$ cat src/rtl/led_step_pkg.sv
// Shared pattern-mode and shift-direction encodings for the LED step sequencer.
package led_step_pkg;

  typedef enum logic [1:0] {
    MODE_RING   = 2'd0,
    MODE_BOUNCE = 2'd1,
    MODE_COUNT  = 2'd2,
    MODE_HOLD   = 2'd3
  } mode_e;

  typedef enum logic {
    DIR_LEFT  = 1'b0,
    DIR_RIGHT = 1'b1
  } dir_e;

endpackage

$ cat src/rtl/led_step_sequencer_if.sv
// Control inputs and LED outputs of the step sequencer, bundled for the board top.
interface led_step_sequencer_if #(
  parameter int LED_WIDTH = 4
);
  logic                 tick_in;
  logic                 en;
  logic [1:0]           mode;
  logic [LED_WIDTH-1:0] led;
  logic                 step;

  modport master (
    output tick_in, en, mode,
    input  led, step
  );

  modport slave (
    input  tick_in, en, mode,
    output led, step
  );
endinterface

$ cat src/rtl/led_step_sequencer_rise_detect.sv
// Rising-edge detector for a level already synchronous to clk.
module rise_detect (
  input  logic clk,
  input  logic rst,
  input  logic in,
  output logic pulse
);
  logic tick_q;

  // Resetting to 1 keeps a level that is already high at release from counting as an edge.
  always_ff @(posedge clk) begin
    if (rst) tick_q <= 1'b1;
    else     tick_q <= in;
  end

  assign pulse = in & ~tick_q;
endmodule

$ cat src/rtl/led_step_sequencer.sv
// Prescales divider edges into pattern steps and drives ring/bounce/count/hold LED patterns.
module led_step_sequencer
  import led_step_pkg::*;
#(
  parameter int LED_WIDTH = 4,
  parameter int STEP_DIV  = 2,
  parameter int DIV_WIDTH = 4
) (
  input  logic                clk,
  input  logic                rst,
  led_step_sequencer_if.slave bus
);
  localparam logic [LED_WIDTH-1:0] LED_ONE  = {{(LED_WIDTH-1){1'b0}}, 1'b1};
  localparam logic [DIV_WIDTH-1:0] CNT_LAST = DIV_WIDTH'(STEP_DIV - 1);

  function automatic logic is_onehot(input logic [LED_WIDTH-1:0] v);
    return (v != '0) && ((v & (v - 1'b1)) == '0);
  endfunction

  logic                 tick_edge;
  logic [DIV_WIDTH-1:0] cnt_q, cnt_d;
  logic [LED_WIDTH-1:0] led_q, led_d;
  dir_e                 dir_q, dir_d;
  logic                 step_q, step_d;

  rise_detect u_rise (
    .clk   (clk),
    .rst   (rst),
    .in    (bus.tick_in),
    .pulse (tick_edge)
  );

  always_comb begin
    cnt_d  = cnt_q;
    led_d  = led_q;
    dir_d  = dir_q;
    step_d = 1'b0;
    if (tick_edge && bus.en) begin
      if (cnt_q == CNT_LAST) begin
        cnt_d  = '0;
        step_d = 1'b1;
        case (mode_e'(bus.mode))
          MODE_RING: begin
            if (!is_onehot(led_q)) begin
              led_d = LED_ONE;
              dir_d = DIR_LEFT;
            end else begin
              led_d = {led_q[LED_WIDTH-2:0], led_q[LED_WIDTH-1]};
            end
          end
          MODE_BOUNCE: begin
            // Turn around at an endpoint instead of shifting off it, so no endpoint repeats.
            if (!is_onehot(led_q)) begin
              led_d = LED_ONE;
              dir_d = DIR_LEFT;
            end else if (dir_q == DIR_LEFT) begin
              if (led_q[LED_WIDTH-1]) begin
                led_d = led_q >> 1;
                dir_d = DIR_RIGHT;
              end else begin
                led_d = led_q << 1;
              end
            end else begin
              if (led_q[0]) begin
                led_d = led_q << 1;
                dir_d = DIR_LEFT;
              end else begin
                led_d = led_q >> 1;
              end
            end
          end
          MODE_COUNT: led_d = led_q + 1'b1;
          default:    led_d = led_q;
        endcase
      end else begin
        cnt_d = cnt_q + 1'b1;
      end
    end
  end

  always_ff @(posedge clk) begin
    if (rst) begin
      cnt_q  <= '0;
      led_q  <= LED_ONE;
      dir_q  <= DIR_LEFT;
      step_q <= 1'b0;
    end else begin
      cnt_q  <= cnt_d;
      led_q  <= led_d;
      dir_q  <= dir_d;
      step_q <= step_d;
    end
  end

  assign bus.led  = led_q;
  assign bus.step = step_q;
endmodule
$ cat src/flat_wrapper.sv
// flat-port wrapper written by rule: the top's interface ports become plain ports
module led_step_sequencer_flat import led_step_pkg::*;
#(
  parameter int LED_WIDTH = 4,
  parameter int STEP_DIV  = 2,
  parameter int DIV_WIDTH = 4
)
  (clk, rst, bus_tick_in, bus_en, bus_mode, bus_led, bus_step);
  led_step_sequencer_if #(.LED_WIDTH(LED_WIDTH)) bus_i ();
  input  logic clk;
  input  logic rst;
  input wire logic [$bits(bus_i.tick_in)-1:0] bus_tick_in;
  input wire logic [$bits(bus_i.en)-1:0] bus_en;
  input wire logic [$bits(bus_i.mode)-1:0] bus_mode;
  output wire logic [$bits(bus_i.led)-1:0] bus_led;
  output wire logic [$bits(bus_i.step)-1:0] bus_step;
  assign bus_i.tick_in = bus_tick_in;
  assign bus_i.en = bus_en;
  assign bus_i.mode = bus_mode;
  assign bus_led = bus_i.led;
  assign bus_step = bus_i.step;
  led_step_sequencer #(.LED_WIDTH(LED_WIDTH), .STEP_DIV(STEP_DIV), .DIV_WIDTH(DIV_WIDTH)) u_core (.clk(clk), .rst(rst), .bus(bus_i));
endmodule
$ cat config.mk
export PLATFORM = sky130hd
export DESIGN_NAME = led_step_sequencer_flat
export DESIGN_NICKNAME = d
export VERILOG_FILES = /design/src/rtl/led_step_pkg.sv /design/src/rtl/led_step_sequencer_if.sv /design/src/rtl/led_step_sequencer_rise_detect.sv /design/src/rtl/led_step_sequencer.sv /design/src/flat_wrapper.sv
export SDC_FILE = /design/constraint.sdc
export NUM_CORES = 1
export LEC_CHECK = 0
export ABC_AREA = 0
export CAP_MARGIN = 40
export CORE_AREA = 3 3 54 56
export DETAILED_ROUTE_END_ITERATION = 7
export DIE_AREA = 0 0 57 59
export PLACE_DENSITY = 0.57
export REMOVE_ABC_BUFFERS = 1
export SYNTH_ARGS = -nofsm -noshare
export SYNTH_HDL_FRONTEND = slang
export SYNTH_SLANG_ARGS = --single-unit
export TNS_END_PERCENT = 5
$ cat constraint.sdc
create_clock -name clk -period 2.3 [get_ports clk]
set_input_delay 0.46 -clock clk [delete_from_list [all_inputs] [get_ports clk]]
set_output_delay 0.46 -clock clk [all_outputs]
set_load 0.1 [all_outputs]
==> results.json, run 1 <==
{
  "status": "completed",
  "htreeDepth": 1,
  "p_per_area_mw_per_mm2": 402,
  "grt.busiest_layer": "met2",
  "yosysWarnings": 0,
  "cts_resized": 0,
  "reg2reg_slack_ns": 0.35,
  "grt_util_all_layers_pct": 10.8,
  "fp-row-count": 18,
  "seq_area_um2": 220,
  "grt_max_degree": 11,
  "dieHeight_um": 59,
  "cts_sinks": 11,
  "clk_pin_slew_worst_paths_ns": 0.08,
  "power.leakage_nw": 0.389,
  "whs_ns": 0.513,
  "relSlewSlack_pct": 76.3,
  "fin_util_pct": 38.2,
  "power_switching_mw": 0.0957,
  "critPathCapture": "u_core.bus.led[3]$_SDFFE_PP0P_",
  "most-common-layout-cells": "buf_4 (12), dfxtp_1 (11), nor2_1 (8), o21ai_0 (8), nand2_1 (8)",
  "grt_pass1_vias": 685,
  "wl_per_cell_um": 11.7,
  "firstDrtPassIters": 4,
  "dp_hpwl_um": 1300,
  "ys_ff_latch": 11,
  "p_comb_share_pct": 13.4,
  "cts_tree": "yes",
  "path_max_fanout": 4,
  "worst_hold_path_type": "flip-flop to flip-flop",
  "p_int_mw": 0.285,
  "arrival_ns": 2.29,
  "fp.dieW_um": 57,
  "ant_nets": 0,
  "final-hold-violation-count": 0,
  "post-route-min-period_ns": 2.08,
  "placed_area_um2": 920,
  "met3_usage_pct": 3.92,
  "place_congestion": 0.857,
  "crit_path_start_kind": "input port",
  "via_count": 720,
  "irDropWorstVdd_mv": 0.189,
  "cts_root_buf": "clkbuf_4",
  "endpoint_kind": "flip-flop",
  "seq_power_share_pct": 51.0,
  "antenna_found_initial": 0,
  "tightest_slew_ns": 0.346,
  "cap_violations": 0,
  "drive_gt1_share_pct": 18.0,
  "fill_cells": 271,
  "hold_buffers": 0,
  "dp_slack_ns": -0.0620,
  "r2r-end": "u_core.bus.led[1]$_SDFFE_PP0P_",
  "crit_required_ns": 2.51,
  "use_met2_pct": 18.6,
  "mostFrequentLayoutCell": "buf_4",
  "fin_area_um2": 946,
  "cts_made_buffers": 3,
  "p_clk_share_pct": 35.6,
  "nNetsFinal": 125,
  "synthDistinctLibCells": 34,
  "cts_max_path_buffers": 2,
  "r2r_start": "u_core.bus.led[0]$_SDFFE_PP1P_",
  "swShare_pct": 25.2,
  "wl_um": 1650,
  "clock.fmax_ghz": 0.481,
  "r2r_cells": 7,
  "post-route-drc-count": 0,
  "postCtsSetupRepairBufs": 0,
  "fin_skew_ns": 0.00923,
  "setup_ws_ns": 0.220,
  "avgSynthCellArea_um2": 8.15,
  "routed_via_density": 5.11,
  "rsz0062_at_grt": "false",
  "clk_latency_ns": 0.27,
  "multi_input_area_um2": 503,
  "power_mw": 0.381,
  "pin_count": 11,
  "grt_first_pass_wirelength_um": 2790,
  "portBuffers": 10,
  "start_util_pct": 30.3,
  "synth_seq_area_share_pct": 29.4,
  "grt-ovfl-total": 0,
  "slew_viol_final": 0,
  "syn_inst": 92,
  "drtIter0Drc": 11,
  "core_area_mm2": 0.00248,
  "critPathKind": "input port to flip-flop",
  "die-area_mm2": 0.00336,
  "critPathLaunch": "bus_mode[0]",
  "grt_util_met1_pct": 12.2,
  "area_delta_synth_final_pct": 26.2,
  "setup_viol": 0,
  "n_antenna_cell": 0,
  "min_period_over_period_pct": 90.4,
  "syn_area_um2": 749
}
[layout make-up]
type                            instances  area share, %
Clock buffer                            4           2.78
Inverter                                5           1.98
Multi-Input combinational cell         74           53.2
Sequential cell                        11           23.3
Tap cell                               30           3.97
Timing Repair Buffer                   17           14.8
[routing by layer]
metal / vias to the layer above / part of all wire (%)
met5: - / 0
met1: 331 / 47
met4: 0 / 0.73
met2: 14 / 48
li1: 373 / -
met3: 2 / 4.3
[worst max-delay path: stages]
cell             delay (ns)
clkdlybuf4s50_1        0.42
ha_1                   0.22
or4_4                  0.54
or4_1                  0.51
a31oi_1                0.14
[power by group through the flow]
| stage | clock (mW) | sequential (mW) | combinational, mW |
|---|---|---|---|
| 2_1_floorplan | 0 | 0.200 | 0.0234 |
| 3_3_place_gp | 0 | 0.199 | 0.0505 |
| 3_5_place_dp | 0 | 0.199 | 0.0509 |
| 4_1_cts | 0.143 | 0.194 | 0.0509 |
| 5_1_grt | 0.150 | 0.194 | 0.0564 |
| 6_report | 0.136 | 0.194 | 0.0509 |
[flip-flops by register name, summed over array words and instances (netlist names)]
name and flops:
u_core.bus.led 4, u_core.cnt_q 4, u_core.bus.step 1, u_core.dir_q 1, u_core.u_rise.tick_q 1
[worst min path at each step]
stage / startpoint / end / slack, ns / cells past startpoint
5_1_grt: u_core.cnt_q[3]$_SDFFE_PP0P_ / u_core.cnt_q[3]$_SDFFE_PP0P_ / 0.59 / 2
2_1_floorplan: u_core.cnt_q[3]$_SDFFE_PP0P_ / u_core.cnt_q[3]$_SDFFE_PP0P_ / 0.47 / 2
6_report: u_core.cnt_q[3]$_SDFFE_PP0P_ / u_core.cnt_q[3]$_SDFFE_PP0P_ / 0.51 / 2
4_1_cts: u_core.cnt_q[3]$_SDFFE_PP0P_ / u_core.cnt_q[3]$_SDFFE_PP0P_ / 0.52 / 2
3_5_place_dp: u_core.cnt_q[3]$_SDFFE_PP0P_ / u_core.cnt_q[3]$_SDFFE_PP0P_ / 0.50 / 2
3_3_place_gp: u_core.cnt_q[3]$_SDFFE_PP0P_ / u_core.cnt_q[3]$_SDFFE_PP0P_ / 0.49 / 2
[kinds of logic after synthesis]
| logic type | count (synthesis) | share of synthesized area (%) |
|---|---|---|
| buffers and inverters | 7 | 3.51 |
| AO/OA/AOI/OAI | 24 | 19.5 |
| XOR/XNOR | 5 | 5.84 |
| multiplexers | 1 | 1.34 |
| adder cells (fa/ha/maj) | 7 | 11.7 |
| AND/OR/NAND/NOR | 37 | 28.7 |
| flip-flops | 11 | 29.4 |
[stage by stage]
step           cells  TNS [ns]
5_1_grt          141         0
6_report         141         0
3_5_place_dp     137   -0.0869
3_3_place_gp     137   -0.0665
2_1_floorplan     90    -0.246
4_1_cts          141         0
[synth_stat cells]
library cell | number | area (um2)
dfxtp_1 | 11 | 220
or2_2 | 2 | 12.5
or4_4 | 1 | 11.3
nor2b_1 | 1 | 6.26
nand3_1 | 4 | 20.0
nand2b_1 | 1 | 6.26
o2bb2ai_1 | 1 | 8.76
a2bb2oi_1 | 1 | 8.76
or4_1 | 1 | 7.51
o31ai_1 | 1 | 7.51
a2111oi_0 | 1 | 8.76
nand4b_4 | 1 | 23.8
nor2_1 | 8 | 30.0
xnor2_1 | 2 | 17.5
mux2i_1 | 1 | 10.0
o211ai_1 | 1 | 7.51
a311oi_1 | 1 | 8.76
ha_1 | 7 | 87.6
inv_1 | 5 | 18.8
nor4_1 | 1 | 6.26
o21ai_0 | 8 | 40.0
a31oi_1 | 1 | 6.26
or3_2 | 1 | 7.51
clkbuf_1 | 2 | 7.51
a21oi_1 | 7 | 35.0
nand2_1 | 8 | 30.0
nor3b_1 | 2 | 15.0
or4b_1 | 1 | 10.0
nand3b_1 | 1 | 7.51
nand4_1 | 1 | 6.26
a211oi_1 | 1 | 7.51
nor3_1 | 3 | 15.0
a21o_1 | 1 | 7.51
xor2_1 | 3 | 26.3
No activity file was read; power rests on OpenSTA's default activity.
==> inputs of run 2 (changes only) <==
==> constraint.sdc (replaced) <==
create_clock -name clk -period 2.1 [get_ports clk]
set_input_delay 0.42 -clock clk [delete_from_list [all_inputs] [get_ports clk]]
set_output_delay 0.42 -clock clk [all_outputs]
set_load 0.1 [all_outputs]
==> run 2 against run 1 <==
Net effect: sequential share of layout area is 1.5 points lower; combinational power is 29% higher; die area stayed put; register-to-register slack worse by 0.13 ns; critical path type unchanged; highest routed layer unchanged.
==> results.json, run 2 (synthesis gave the netlist of run 1 again) <==
{
  "status": "completed",
  "place_congestion": 0.797,
  "setup_viol": 0,
  "fin_area_mm2": 0.00101,
  "clock.fmax_ghz": 0.498,
  "fin_tns_setup_ns": 0,
  "dp_slack_ns": -0.216,
  "clk_pin_slew_worst_paths_ns": 0.08,
  "r2r_cells": 7,
  "whs_ns": 0.514,
  "path_max_fanout": 4,
  "grt_pass1_vias": 680,
  "core_area_mm2": 0.00248,
  "pin_count": 11,
  "crit_required_ns": 2.30,
  "antenna_found_initial": 0,
  "drive_gt1_share_pct": 25.2,
  "power_mw": 0.425,
  "critPathKind": "input port to flip-flop",
  "relSlewSlack_pct": 76.6,
  "setup_ws_ns": 0.0911,
  "final-hold-violation-count": 0,
  "dp_hpwl_um": 1370,
  "firstDrtPassIters": 4,
  "multi_input_area_um2": 508,
  "post-route-drc-count": 0,
  "cts_tree": "yes",
  "most-common-layout-cells": "buf_4 (20), dfxtp_1 (11), nor2_1 (8), o21ai_0 (8), nand2_1 (8)",
  "portBuffers": 10,
  "dieHeight_um": 59,
  "fp.dieW_um": 57,
  "start_util_pct": 30.3,
  "fin_skew_ns": 0.00606,
  "cts_sinks": 11,
  "p_per_area_mw_per_mm2": 420,
  "grt_max_degree": 10,
  "tightest_slew_ns": 0.342,
  "crit_path_start_kind": "input port",
  "slew_viol_final": 0,
  "r2r_start": "u_core.bus.led[1]$_SDFFE_PP0P_",
  "min_period_over_period_pct": 95.7,
  "power.leakage_nw": 0.424,
  "postCtsSetupRepairBufs": 0,
  "area_delta_synth_final_pct": 34.9,
  "rsz0062_at_grt": "false",
  "ant_nets": 0,
  "worst_hold_path_type": "flip-flop to flip-flop",
  "cts_made_buffers": 3,
  "n_antenna_cell": 0,
  "wl_um": 1740,
  "instances_no_fill": 149,
  "cts_root_buf": "clkbuf_4",
  "via_count": 752,
  "worstHoldStart": "u_core.cnt_q[3]$_SDFFE_PP0P_",
  "seq_area_um2": 220,
  "reg2reg_slack_ns": 0.22,
  "fin_util_pct": 40.8,
  "dp.cells": 145,
  "post-route-min-period_ns": 2.01,
  "r2r-end": "u_core.bus.led[1]$_SDFFE_PP0P_",
  "routed_via_density": 5.05,
  "htreeDepth": 1,
  "holdPathEnd": "u_core.cnt_q[3]$_SDFFE_PP0P_",
  "arrival_ns": 2.21,
  "endpoint_kind": "flip-flop",
  "wl_per_cell_um": 11.7,
  "nNetsFinal": 133,
  "die-area_mm2": 0.00336,
  "drtIter0Drc": 21,
  "irDropWorstVdd_mv": 0.499,
  "fp-row-count": 18,
  "mostFrequentLayoutCell": "buf_4",
  "fill_cells": 261,
  "whs_path_depth": 2,
  "grt_util_all_layers_pct": 11.4,
  "grt-ovfl-total": 0,
  "cts_max_path_buffers": 2,
  "grt_first_pass_wirelength_um": 3050,
  "placed_area_um2": 980,
  "cap_violations": 0,
  "clk_latency_ns": 0.27
}
-- run 2: worst max-delay path by stage --
stage	start	endpoint	slack [ns]	cells after the start
after floorplan	u_core.bus.led[0]$_SDFFE_PP1P_	u_core.bus.led[1]$_SDFFE_PP0P_	-0.30	7
after global placement	bus_mode[0]	u_core.bus.led[3]$_SDFFE_PP0P_	-0.20	5
after detailed placement	bus_mode[0]	u_core.bus.led[3]$_SDFFE_PP0P_	-0.22	5
after CTS	bus_mode[0]	u_core.bus.led[3]$_SDFFE_PP0P_	0.07	5
after global routing	bus_mode[1]	u_core.bus.led[1]$_SDFFE_PP0P_	0.01	9
final	bus_tick_in	u_core.bus.led[3]$_SDFFE_PP0P_	0.09	5
-- run 2: worst max-delay path, cell delays in order --
cell	delay, ns
clkdlybuf4s50_1	0.54
nand4b_4	0.11
or4_4	0.51
or4_1	0.51
a31oi_1	0.13
-- run 2: power by group --
| part | total (mW) | internal (mW) | switching [mW] |
|---|---|---|---|
| Combinational | 0.0656 | 0.0355 | 0.0302 |
| Sequential | 0.213 | 0.210 | 0.00221 |
| Clock | 0.147 | 0.0734 | 0.0735 |
| Total | 0.425 | 0.319 | 0.106 |
-- run 2: routing by layer --
metal	share of wire [%]	wire [um]	global-route usage, %
met5	0	0	0
met1	46	798	14.1
met2	48	828	19.6
met4	0.57	10	1.99
met3	6.0	104	3.92
-- run 2: cell type report --
class	instances	area share, %
Clock buffer	4	2.60
Sequential cell	11	21.8
Timing Repair Buffer	25	19.8
Multi-Input combinational cell	74	50.2
Inverter	5	1.86
Tap cell	30	3.71
-- run 2: what timing repair did --
action,4_1_cts,5_1_grt
endpoints found under the setup margin,0,2
hold buffers,0,0
gates resized for setup,0,2
